### src/rtl/cost_pkg.sv
// cost_pkg: FSM encoding, index width and MSB-first element slice helpers for cost_sequencer.
package cost_pkg;
  typedef enum logic [1:0] {IDLE, ACCUM, DONE} state_t;
  function automatic int idx_w(input int n);
    return (n > 1) ? $clog2(n) : 1;
  endfunction
  function automatic int elem_msb(input int i, input int n, input int w);
    return (n - i) * w - 1;
  endfunction
endpackage

### src/rtl/sq_err_mac.sv
// sq_err_mac: combinational difference-square feeding a registered accumulator with clear/enable.
// COST_SATURATE_EN: full-width signed difference, wide accumulator, clamped cost plus sat flag.
module sq_err_mac import cost_pkg::*; #(
  parameter int data_size = 4,
  parameter int size = 3
) (
  input  logic                 clk,
  input  logic                 rst_n,
  input  logic                 clr,
  input  logic                 en,
  input  logic [data_size-1:0] y,
  input  logic [data_size-1:0] label,
  output logic [data_size-1:0] cost
`ifdef COST_SATURATE_EN
  ,
  output logic                 sat
`endif
);
`ifdef COST_SATURATE_EN
  localparam int sw = 2 * (data_size + 1);
  localparam int aw = sw + $clog2(size + 1);
  localparam logic [aw-1:0] cmax = aw'((1 << data_size) - 1);
  logic signed [data_size:0] d;
  logic [data_size:0] ad;
  logic [sw-1:0] sq;
  logic [aw-1:0] acc_q, acc_d;
  always_comb begin
    d = $signed({1'b0, label}) - $signed({1'b0, y});
    ad = d[data_size] ? $unsigned(-d) : $unsigned(d);
    sq = sw'(ad) * sw'(ad);
    acc_d = clr ? '0 : en ? acc_q + aw'(sq) : acc_q;
    sat = acc_q > cmax;
    cost = sat ? cmax[data_size-1:0] : acc_q[data_size-1:0];
  end
`else
  logic [data_size-1:0] d, sq, acc_q, acc_d;
  always_comb begin
    d = label - y;
    sq = d * d;
    acc_d = clr ? '0 : en ? acc_q + sq : acc_q;
  end
  assign cost = acc_q;
`endif
  always_ff @(posedge clk) acc_q <= !rst_n ? '0 : acc_d;
endmodule

### src/rtl/cost_sequencer.sv
// cost_sequencer: serial squared-error cost, one element per cycle through a shared MAC.
// Define COST_SATURATE_EN for a clamped cost and the sat output.
module cost_sequencer import cost_pkg::*; #(
  parameter int data_size = 4,
  parameter int size = 3
) (
  input  logic                      clk,
  input  logic                      rst_n,
  input  logic                      in_valid,
  output logic                      in_ready,
  input  logic [data_size*size-1:0] y_stream,
  input  logic [data_size*size-1:0] label_stream,
  output logic                      out_valid,
  input  logic                      out_ready,
  output logic [data_size-1:0]      cost,
  output logic                      busy
`ifdef COST_SATURATE_EN
  ,
  output logic                      sat
`endif
);
  localparam int iw = idx_w(size);
  localparam int msb = elem_msb(0, size, data_size);
  localparam logic [iw-1:0] last = iw'(size - 1);
  state_t state_q;
  logic [iw-1:0] idx_q;
  logic [data_size*size-1:0] y_q, l_q;
  logic in_ready_q, out_valid_q, busy_q, accept;
  assign accept = in_valid & in_ready_q;
  assign in_ready = in_ready_q;
  assign out_valid = out_valid_q;
  assign busy = busy_q;
  // Vectors shift left each ACCUM cycle so the element being processed always sits in the MSB slice.
  always_ff @(posedge clk) begin
    if (!rst_n) begin
      state_q <= IDLE;
      idx_q <= '0;
      y_q <= '0;
      l_q <= '0;
      in_ready_q <= 1'b1;
      out_valid_q <= 1'b0;
      busy_q <= 1'b0;
    end else begin
      case (state_q)
        IDLE: if (accept) begin
          y_q <= y_stream;
          l_q <= label_stream;
          idx_q <= '0;
          state_q <= ACCUM;
          in_ready_q <= 1'b0;
          busy_q <= 1'b1;
        end
        ACCUM: begin
          y_q <= y_q << data_size;
          l_q <= l_q << data_size;
          idx_q <= idx_q + 1'b1;
          if (idx_q == last) begin
            state_q <= DONE;
            out_valid_q <= 1'b1;
          end
        end
        default: if (out_ready) begin
          state_q <= IDLE;
          out_valid_q <= 1'b0;
          in_ready_q <= 1'b1;
          busy_q <= 1'b0;
        end
      endcase
    end
  end
  sq_err_mac #(.data_size(data_size), .size(size)) u_mac (
    .clk(clk),
    .rst_n(rst_n),
    .clr(accept),
    .en(state_q == ACCUM),
    .y(y_q[msb -: data_size]),
    .label(l_q[msb -: data_size]),
    .cost(cost)
`ifdef COST_SATURATE_EN
    ,
    .sat(sat)
`endif
  );
endmodule

### config.mk
export PLATFORM = sky130hd
export DESIGN_NAME = cost_sequencer
export DESIGN_NICKNAME = d
export VERILOG_FILES = /design/src/rtl/cost_pkg.sv /design/src/rtl/sq_err_mac.sv /design/src/rtl/cost_sequencer.sv
export SDC_FILE = /design/constraint.sdc
export NUM_CORES = 1
export LEC_CHECK = 0
export ABC_AREA = 1
export CORE_MARGIN = 4
export CORE_UTILIZATION = 47
export CTS_BUF_LIST = sky130_fd_sc_hd__clkbuf_2 sky130_fd_sc_hd__clkbuf_4 sky130_fd_sc_hd__clkbuf_8
export DETAILED_ROUTE_END_ITERATION = 7
export PLACE_DENSITY = 0.79
export SKIP_CTS_REPAIR_TIMING = 1
export SLEW_MARGIN = 0
export SYNTH_ARGS = -nofsm -noshare
export SYNTH_HDL_FRONTEND = slang
export SYNTH_SLANG_ARGS = --single-unit
### constraint.sdc
create_clock -name clk -period 3.05 [get_ports clk]
set_input_delay 0.4575 -clock clk [delete_from_list [all_inputs] [get_ports clk]]
set_output_delay 0.4575 -clock clk [all_outputs]
set_load 0.02 [all_outputs]
==> results of run 1 <==
metal layers:
metal | vias up | GRT usage [%]
met3 | 7 | 4.50
met5 | - | 0
met1 | 510 | 18.6
li1 | 667 | -
met4 | 0 | 9.09
met2 | 25 | 22.0
how the worst max path moves through the flow:
| stage | to | cells past startpoint | slack (ns) |
|---|---|---|---|
| 2_1_floorplan | u_mac.cost[3] | 18 | 0.68 |
| 3_3_place_gp | u_mac.cost[3] | 18 | 0.57 |
| 3_5_place_dp | u_mac.cost[3] | 18 | 0.51 |
| 4_1_cts | u_mac.cost[3] | 18 | 0.50 |
| 5_1_grt | u_mac.cost[3] | 18 | 0.29 |
| 6_report | u_mac.cost[3] | 18 | 0.53 |
cells in the final DEF, fill, tap and decap left out:
cell	n
nor2_4	1
clkbuf_8	1
dfxtp_1	29
inv_2	3
a211oi_1	1
nand2_8	1
clkbuf_4	6
nand4_1	1
nand2_4	1
nand3b_1	1
o21ai_1	7
inv_4	1
clkdlybuf4s50_1	28
nand2_1	59
nand3_1	11
a21oi_1	10
ha_1	5
fa_1	2
nand2_2	1
nor2_1	4
a31oi_1	12
o21ai_0	10
inv_1	19
or2_2	1
Yosys cell counts (2+ instances only):
cell      n  area, um2
o21ai_0  10       50.1
o21ai_1   7       35.0
inv_2     3       11.3
fa_1      2       40.0
a21oi_1  10       50.1
inv_1    19       71.3
buf_2     2       10.0
ha_1      5       62.6
nand2_1  59        221
nor2_1    4       15.0
dfxtp_1  29        581
a31oi_1  12       75.1
nand3_1  11       55.1
buf_4     3       22.5
kinds of logic after synthesis:
kind of cell / count (synthesis) / share of synthesized area [%]
adder cells (fa/ha/maj): 7 / 7.32
flip-flops: 29 / 41.4
AO/OA/AOI/OAI: 40 / 15.5
AND/OR/NAND/NOR: 81 / 25.7
buffers and inverters: 30 / 10.0
sequential cells by signal, indices dropped and copies added, names as in the netlist:
| signal | flops |
|---|---|
| l_q | 9 |
| y_q | 9 |
| u_mac.cost | 4 |
| idx_q | 2 |
| state_q | 2 |
| busy | 1 |
| in_ready | 1 |
| out_valid | 1 |
critical path, stage by stage, from the launching register on:
cell	delay (ns)
dfxtp_1	0.31
inv_1	0.05
ha_1	0.13
inv_1	0.05
fa_1	0.53
inv_1	0.06
fa_1	0.51
inv_1	0.05
ha_1	0.20
inv_1	0.05
nand2_1	0.06
nand2_1	0.06
nand2_1	0.04
nand2_1	0.07
inv_1	0.04
nand2_1	0.05
nand3_1	0.06
nand2_1	0.07
inv_1	0.03
per-stage QoR:
step	cells	worst slack [ns]	instance area, um2	utilization (%)
after detailed placement	239	0.510	1670	59.5
after global routing	246	0.294	1730	61.6
final	246	0.533	1730	61.6
after global placement	239	0.575	1670	59.5
after floorplan	187	0.677	1400	-
after CTS	246	0.498	1730	61.6
power by group:
group / switching (mW) / total (mW) / internal, mW
sequential: 0.0316 / 0.461 / 0.429
clock: 0.122 / 0.239 / 0.117
combinational: 0.181 / 0.307 / 0.127
total: 0.334 / 1.01 / 0.673
cell type report:
cell class                      count  area (um2)  share of cell area (%)
Clock buffer                        7        58.8                    3.40
Inverter                           23        88.8                    5.14
Multi-Input combinational cell    128         681                    39.4
Sequential cell                    29         581                    33.6
Tap cell                           31        38.8                    2.24
Timing Repair Buffer               28         280                    16.2
==> flow_summary.toml, run 1 <==
[global_route]
gr-total-overflow = 0
antenna_found_initial = 0
grt_pass1_wl_mm = 4.57
grt_max_degree = 26
grt_use_total_pct = 14.8
grt_pass1_vias = 1060

[clock_network]
cts_tree = "built"
clockBufferDepth = 2
root_buffer = "clkbuf_4"
cts_buffers = 5
htree_levels = 2
clk_latency_ns = 0.32
path_clk_slew_ns = 0.08
clock_sinks = 29

[synthesis]
synth_edf_count = 0
syn-num-nets = 222
ys_ff_latch = 29
synthCells = 187
yosysUniqueCellTypes = 25
seq_area_frac_synth_pct = 41.4
synth-warning-count = 0
synth_area_mm2 = 0.00140
ys.flop_type = "dfxtp_1"
synth_area_per_cell_um2 = 7.49
async_flop_share_pct = 0

[critical_path]
worstReg2RegStart = "l_q[8]"
crit_arrival_ns = 2.75
r2r_cells = 18
crit_fanout = 2
start_kind = "flip-flop"
crit_path_end_kind = "flip-flop"
rr_endpoint = "u_mac.cost[3]"
cp_data_required_time_ns = 3.28
ff2ff_setup_slack_ns = 0.53
cp-startpoint = "l_q[8]"
worstSetupPathType = "reg -> reg"

[die]
initial_core_util_pct = 50.0
fp-row-count = 19
boundaryPins = 35
dieHeight_um = 62.6
die_area_mm2 = 0.00392
core-area_mm2 = 0.00281
die_x_um = 62.6

[drt]
drt_wl_total_mm = 2.67
drc = 0
routedWlPerCell_um = 10.9
dr.pass1.iters = 4
wl_met1_mm = 1.31
ant_nets = 0
met2_length_mm = 1.17
vias = 1209
via_per_inst = 4.91
drt_iter0_drc = 26
dr_wl_met3_um = 132
routed.top_layer = "met4"

[outcome]
outcome = "finished clean"

[place]
io_buffers = 28
gp_congestion = 0.798
dp_hpwl_mm = 1.93

[hold_path]
hold_start = "y_q[2]"
hold_path.class = "reg -> reg"
hold_end = "y_q[2]"
min_path_cells = 2

[sta]
relSlewSlack_pct = 50.2
finalHoldViolations = 0
rsz0062_at_grt = "false"
clock_skew_ns = 0.00369
holdWs_ns = 0.472
final-max-slew-violation-count = 0
fmax_ghz = 0.397
period_needed_ns = 2.52
fin_tns_setup_ns = 0
tightest_slew_ns = 0.744
post-route-period-util_pct = 82.5
setup_violations = 0

[power]
peakVddDrop_mv = 0.415
total_power_mw = 1.01
power_density_mw_per_mm2 = 583
cellLeakagePower_nw = 0.724

[final_layout]
fillers = 265
drive_gt1_share_pct = 7.44
antenna_cells = 0
nNetsFinal = 250
synthToLayoutAreaGrowth_pct = 23.3

[flow_run]
cap_viol_max_count = 0
(Power assumes the default switching activity.)
==> run 2, diff against run 1 <==
==> constraint.sdc (replaced) <==
create_clock -name clk -period 2.5 [get_ports clk]
set_input_delay 0.375 -clock clk [delete_from_list [all_inputs] [get_ports clk]]
set_output_delay 0.375 -clock clk [all_outputs]
set_load 0.02 [all_outputs]
==> flow_summary.toml, run 2 (synthesis results as in run 1) <==
[final_layout]
antenna_cells = 0
nNetsFinal = 251
mostFrequentLayoutCells = "58 x nand2_1, 28 x clkdlybuf4s50_1, 27 x dfxtp_1"
synthToLayoutAreaGrowth_pct = 25.3
final_common_cell = "nand2_1"
fillers = 264
drive_gt1_share_pct = 11.6

[sta]
rsz0062_at_grt = "true"
tightest_slew_ns = 0.531
layout_setup_ws_ns = 0.0344
fmax_ghz = 0.406
setup_violations = 0
relSlewSlack_pct = 64.5
clock_skew_ns = 0.00637
finalHoldViolations = 0
post-route-period-util_pct = 98.6
final-max-slew-violation-count = 0
period_needed_ns = 2.47

[clock_network]
clock_sinks = 29
cts_tree = "built"
htree_levels = 2
path_clk_slew_ns = 0.08
cts_buffers = 5
root_buffer = "clkbuf_4"
clk_latency_ns = 0.32
clockBufferDepth = 2

[drt]
drc = 0
drt_iter0_drc = 24
vias = 1241
routedWlPerCell_um = 11.2
ant_nets = 0
via_per_inst = 5.02
drt_wl_total_mm = 2.76
dr.pass1.iters = 4

[outcome]
outcome = "finished clean"

[critical_path]
cp_data_required_time_ns = 2.72
cp-startpoint = "l_q[8]"
crit_path_end_kind = "flip-flop"
ff2ff_setup_slack_ns = 0.03
worstReg2RegStart = "l_q[8]"
crit_fanout = 2
rr_endpoint = "u_mac.cost[3]"
r2r_cells = 18
crit_arrival_ns = 2.69
worstSetupPathType = "reg -> reg"
start_kind = "flip-flop"
timing.critical_path.to = "u_mac.cost[3]"

[place]
pre_cts_slack_ns = -0.0446
gp_congestion = 0.791
io_buffers = 28
dp_hpwl_mm = 1.96

[power]
power_density_mw_per_mm2 = 713
total_power_mw = 1.25
cellLeakagePower_nw = 0.727
peakVddDrop_mv = 0.470

[die]
fp-row-count = 19
boundaryPins = 35
die_area_mm2 = 0.00392
dieHeight_um = 62.6
die_x_um = 62.6
initial_core_util_pct = 50.0
core-area_mm2 = 0.00281

[global_route]
grt_use_total_pct = 14.0
antenna_found_initial = 0
grt_max_degree = 26
gr-total-overflow = 0
grt_pass1_wl_mm = 4.43
grt_pass1_vias = 1100

[hold_path]
hold_path.class = "reg -> reg"

[flow_run]
cap_viol_max_count = 0
[run 2: area by class of cell]
| cell class | instances | area, um2 | area share, % |
|---|---|---|---|
| Clock buffer | 7 | 58.8 | 3.35 |
| Inverter | 23 | 88.8 | 5.06 |
| Multi-Input combinational cell | 128 | 698 | 39.8 |
| Sequential cell | 29 | 583 | 33.2 |
| Tap cell | 31 | 38.8 | 2.21 |
| Timing Repair Buffer | 29 | 288 | 16.4 |
[run 2: stage by stage]
step	instances	util [%]	cell area, um2	setup TNS (ns)	hold WS, ns
floorplan	187	-	1400	0	0.426
global placement	240	59.8	1680	0	0.442
detailed placement	240	59.8	1680	-0.0446	0.448
CTS	247	61.9	1740	-0.0540	0.460
global route	247	62.6	1760	-0.153	0.481
finish	247	62.6	1760	0	0.463
[run 2: power breakdown]
part           switching, mW  leakage [nW]  internal (mW)
Combinational          0.226         0.453          0.163
Clock                  0.152        0.0348          0.143
Sequential            0.0427         0.239          0.525
[run 2: worst min path at each step]
stage	start	to	cells past startpoint
2_1_floorplan	idx_q[0]	idx_q[0]	1
3_3_place_gp	idx_q[0]	idx_q[0]	1
3_5_place_dp	idx_q[0]	idx_q[0]	1
4_1_cts	idx_q[0]	idx_q[0]	1
5_1_grt	idx_q[0]	idx_q[0]	1
6_report	idx_q[0]	idx_q[0]	1
[run 2: routing by layer]
metal  vias to the layer above  wire length, um  GRT usage, %
li1                        666                -             -
met1                       538             1350          17.5
met2                        32             1220          21.4
met3                         5              138          4.14
met4                         0               48          7.44
met5                         -                0             0
[run 2: worst max-delay path, stage by stage (launching register included)]
cell and delay (ns):
dfxtp_2 0.33, inv_2 0.06, ha_4 0.12, inv_2 0.03, fa_1 0.51, nand2_1 0.08, fa_1 0.51, inv_1 0.05
ha_2 0.17, inv_2 0.05, nand2_2 0.04, nand2_1 0.05, nand2_1 0.04, nand2_1 0.07, inv_1 0.04, nand2_1 0.05
nand3_1 0.06, nand2_1 0.08, inv_1 0.03
==> run 3, diff against run 2 <==
==> constraint.sdc (replaced) <==
create_clock -name clk -period 3.1 [get_ports clk]
set_input_delay 0.465 -clock clk [delete_from_list [all_inputs] [get_ports clk]]
set_output_delay 0.465 -clock clk [all_outputs]
set_load 0.02 [all_outputs]
==> flow_summary.toml, run 3 (synthesis results as in run 1) <==
[outcome]
outcome = "finished clean"

[sta]
setup_violations = 0
post-route-period-util_pct = 81.7
rsz0062_at_grt = "false"
period_needed_ns = 2.53
fmax_ghz = 0.395
tightest_slew_ns = 0.727
fin_tns_setup_ns = 0
finalHoldViolations = 0
final-max-slew-violation-count = 0
relSlewSlack_pct = 51.4
clock_skew_ns = 0.00679

[die]
die_area_mm2 = 0.00392
initial_core_util_pct = 50.0
boundaryPins = 35
die_x_um = 62.6
core-area_mm2 = 0.00281
dieHeight_um = 62.6
fp-row-count = 19

[place]
gp_congestion = 0.799
dp_hpwl_mm = 1.97
io_buffers = 28

[global_route]
gr-total-overflow = 0
antenna_found_initial = 0
grt_use_total_pct = 15.0
grt_max_degree = 26
grt_pass1_wl_mm = 4.69
grt_pass1_vias = 1066

[drt]
vias = 1205
drc = 0
drt_iter0_drc = 33
via_per_inst = 4.90
drt_wl_total_mm = 2.70
dr.pass1.iters = 4
ant_nets = 0
routedWlPerCell_um = 11.0

[final_layout]
fillers = 265
nNetsFinal = 250
antenna_cells = 0
regArea_um2 = 581
synthToLayoutAreaGrowth_pct = 23.3
drive_gt1_share_pct = 7.44
fin_util_pct = 61.6
multiInputGateArea_um2 = 681
mostFrequentLayoutCells = "59 x nand2_1, 29 x dfxtp_1, 28 x clkdlybuf4s50_1"
final_common_cell = "nand2_1"

[clock_network]
cts_buffers = 5
cts_tree = "built"
htree_levels = 2
clk_latency_ns = 0.33
clockBufferDepth = 2
clock_sinks = 29
path_clk_slew_ns = 0.08
root_buffer = "clkbuf_4"

[flow_run]
cap_viol_max_count = 0

[critical_path]
worstSetupPathType = "reg -> reg"
r2r_cells = 18
crit_path_end_kind = "flip-flop"
max_stage_delay_ns = 0.53
crit_fanout = 2
crit_top_cell = "inv_1"
crit_slowest_cell = "fa_1"
crit_arrival_ns = 2.76
path_cells = "inv_1, ha_1, inv_1, fa_1, inv_1, fa_1, inv_1, ha_1, inv_1, nand2_1, nand2_1, nand2_1, nand2_1, inv_1, nand2_1, nand3_1, nand2_1, inv_1"
cp_data_required_time_ns = 3.33
start_kind = "flip-flop"

[power]
pwr-share-seq_pct = 45.5
power_density_mw_per_mm2 = 576
p_clk_share_pct = 23.9
p_int_mw = 0.662
comb_power_share_pct = 30.6
peakVddDrop_mv = 0.321
p_sw_share_pct = 33.5
switchingPower_mw = 0.333
cellLeakagePower_nw = 0.724

[hold_path]
hold_path.class = "reg -> reg"
min_path_cells = 2
==> run 3: cell types whose count changed in the layout (fill, tap and decap cells not counted), moves of 2 or more <==
cell / delta
inv_1: +3
inv_2: -3
dfxtp_1: +2
dfxtp_2: -2
ha_1: +2
==> run 3: power groups by stage <==
| stage | Clock, mW | Sequential (mW) | Combinational (mW) |
|---|---|---|---|
| floorplan | 0 | 0.466 | 0.227 |
| global placement | 0 | 0.460 | 0.299 |
| detailed placement | 0 | 0.462 | 0.307 |
| CTS | 0.243 | 0.453 | 0.308 |
| global route | 0.267 | 0.460 | 0.354 |
| finish | 0.238 | 0.453 | 0.304 |
==> run 3: layer usage <==
metal / vias up / GRT usage (%) / routed length (um)
met2: 26 / 21.7 / 1180
li1: 667 / - / -
met4: 0 / 6.61 / 46
met5: - / 0 / 0
met1: 508 / 19.7 / 1330
met3: 4 / 5.94 / 139
==> run 3: final timing paths <==
check,start,end,slack (ns)
max,l_q[8],u_mac.cost[3],0.57
min,l_q[0],l_q[0],0.47
max reg2reg,l_q[8],u_mac.cost[3],0.57
min reg2reg,l_q[0],l_q[0],0.47
==> run 3: final cells by class <==
| class | instances | area share [%] |
|---|---|---|
| clock buffer | 7 | 3.40 |
| inverter | 23 | 5.14 |
| multi-input combinational | 128 | 39.4 |
| sequential | 29 | 33.6 |
| tap | 31 | 2.24 |
| timing repair buffer | 28 | 16.2 |
==> run 3: metrics by stage <==
step / power (mW) / worst slack (ns) / hold WS [ns] / std cells / instance area (um2)
3_3_place_gp: 0.759 / 0.625 / 0.445 / 239 / 1670
5_1_grt: 1.08 / 0.311 / 0.494 / 246 / 1730
3_5_place_dp: 0.768 / 0.551 / 0.457 / 239 / 1670
4_1_cts: 1.00 / 0.530 / 0.474 / 246 / 1730
6_report: 0.996 / 0.569 / 0.471 / 246 / 1730
2_1_floorplan: 0.693 / 0.727 / 0.426 / 187 / 1400
==> run 3: critical path, delay by kind of cell, from the launching register on <==
family / cells / cell delay [ns]
adders and majority gates: 4 / 1.37
buffers and inverters: 7 / 0.33
and+or+nand+nor: 7 / 0.41
DFF: 1 / 0.31
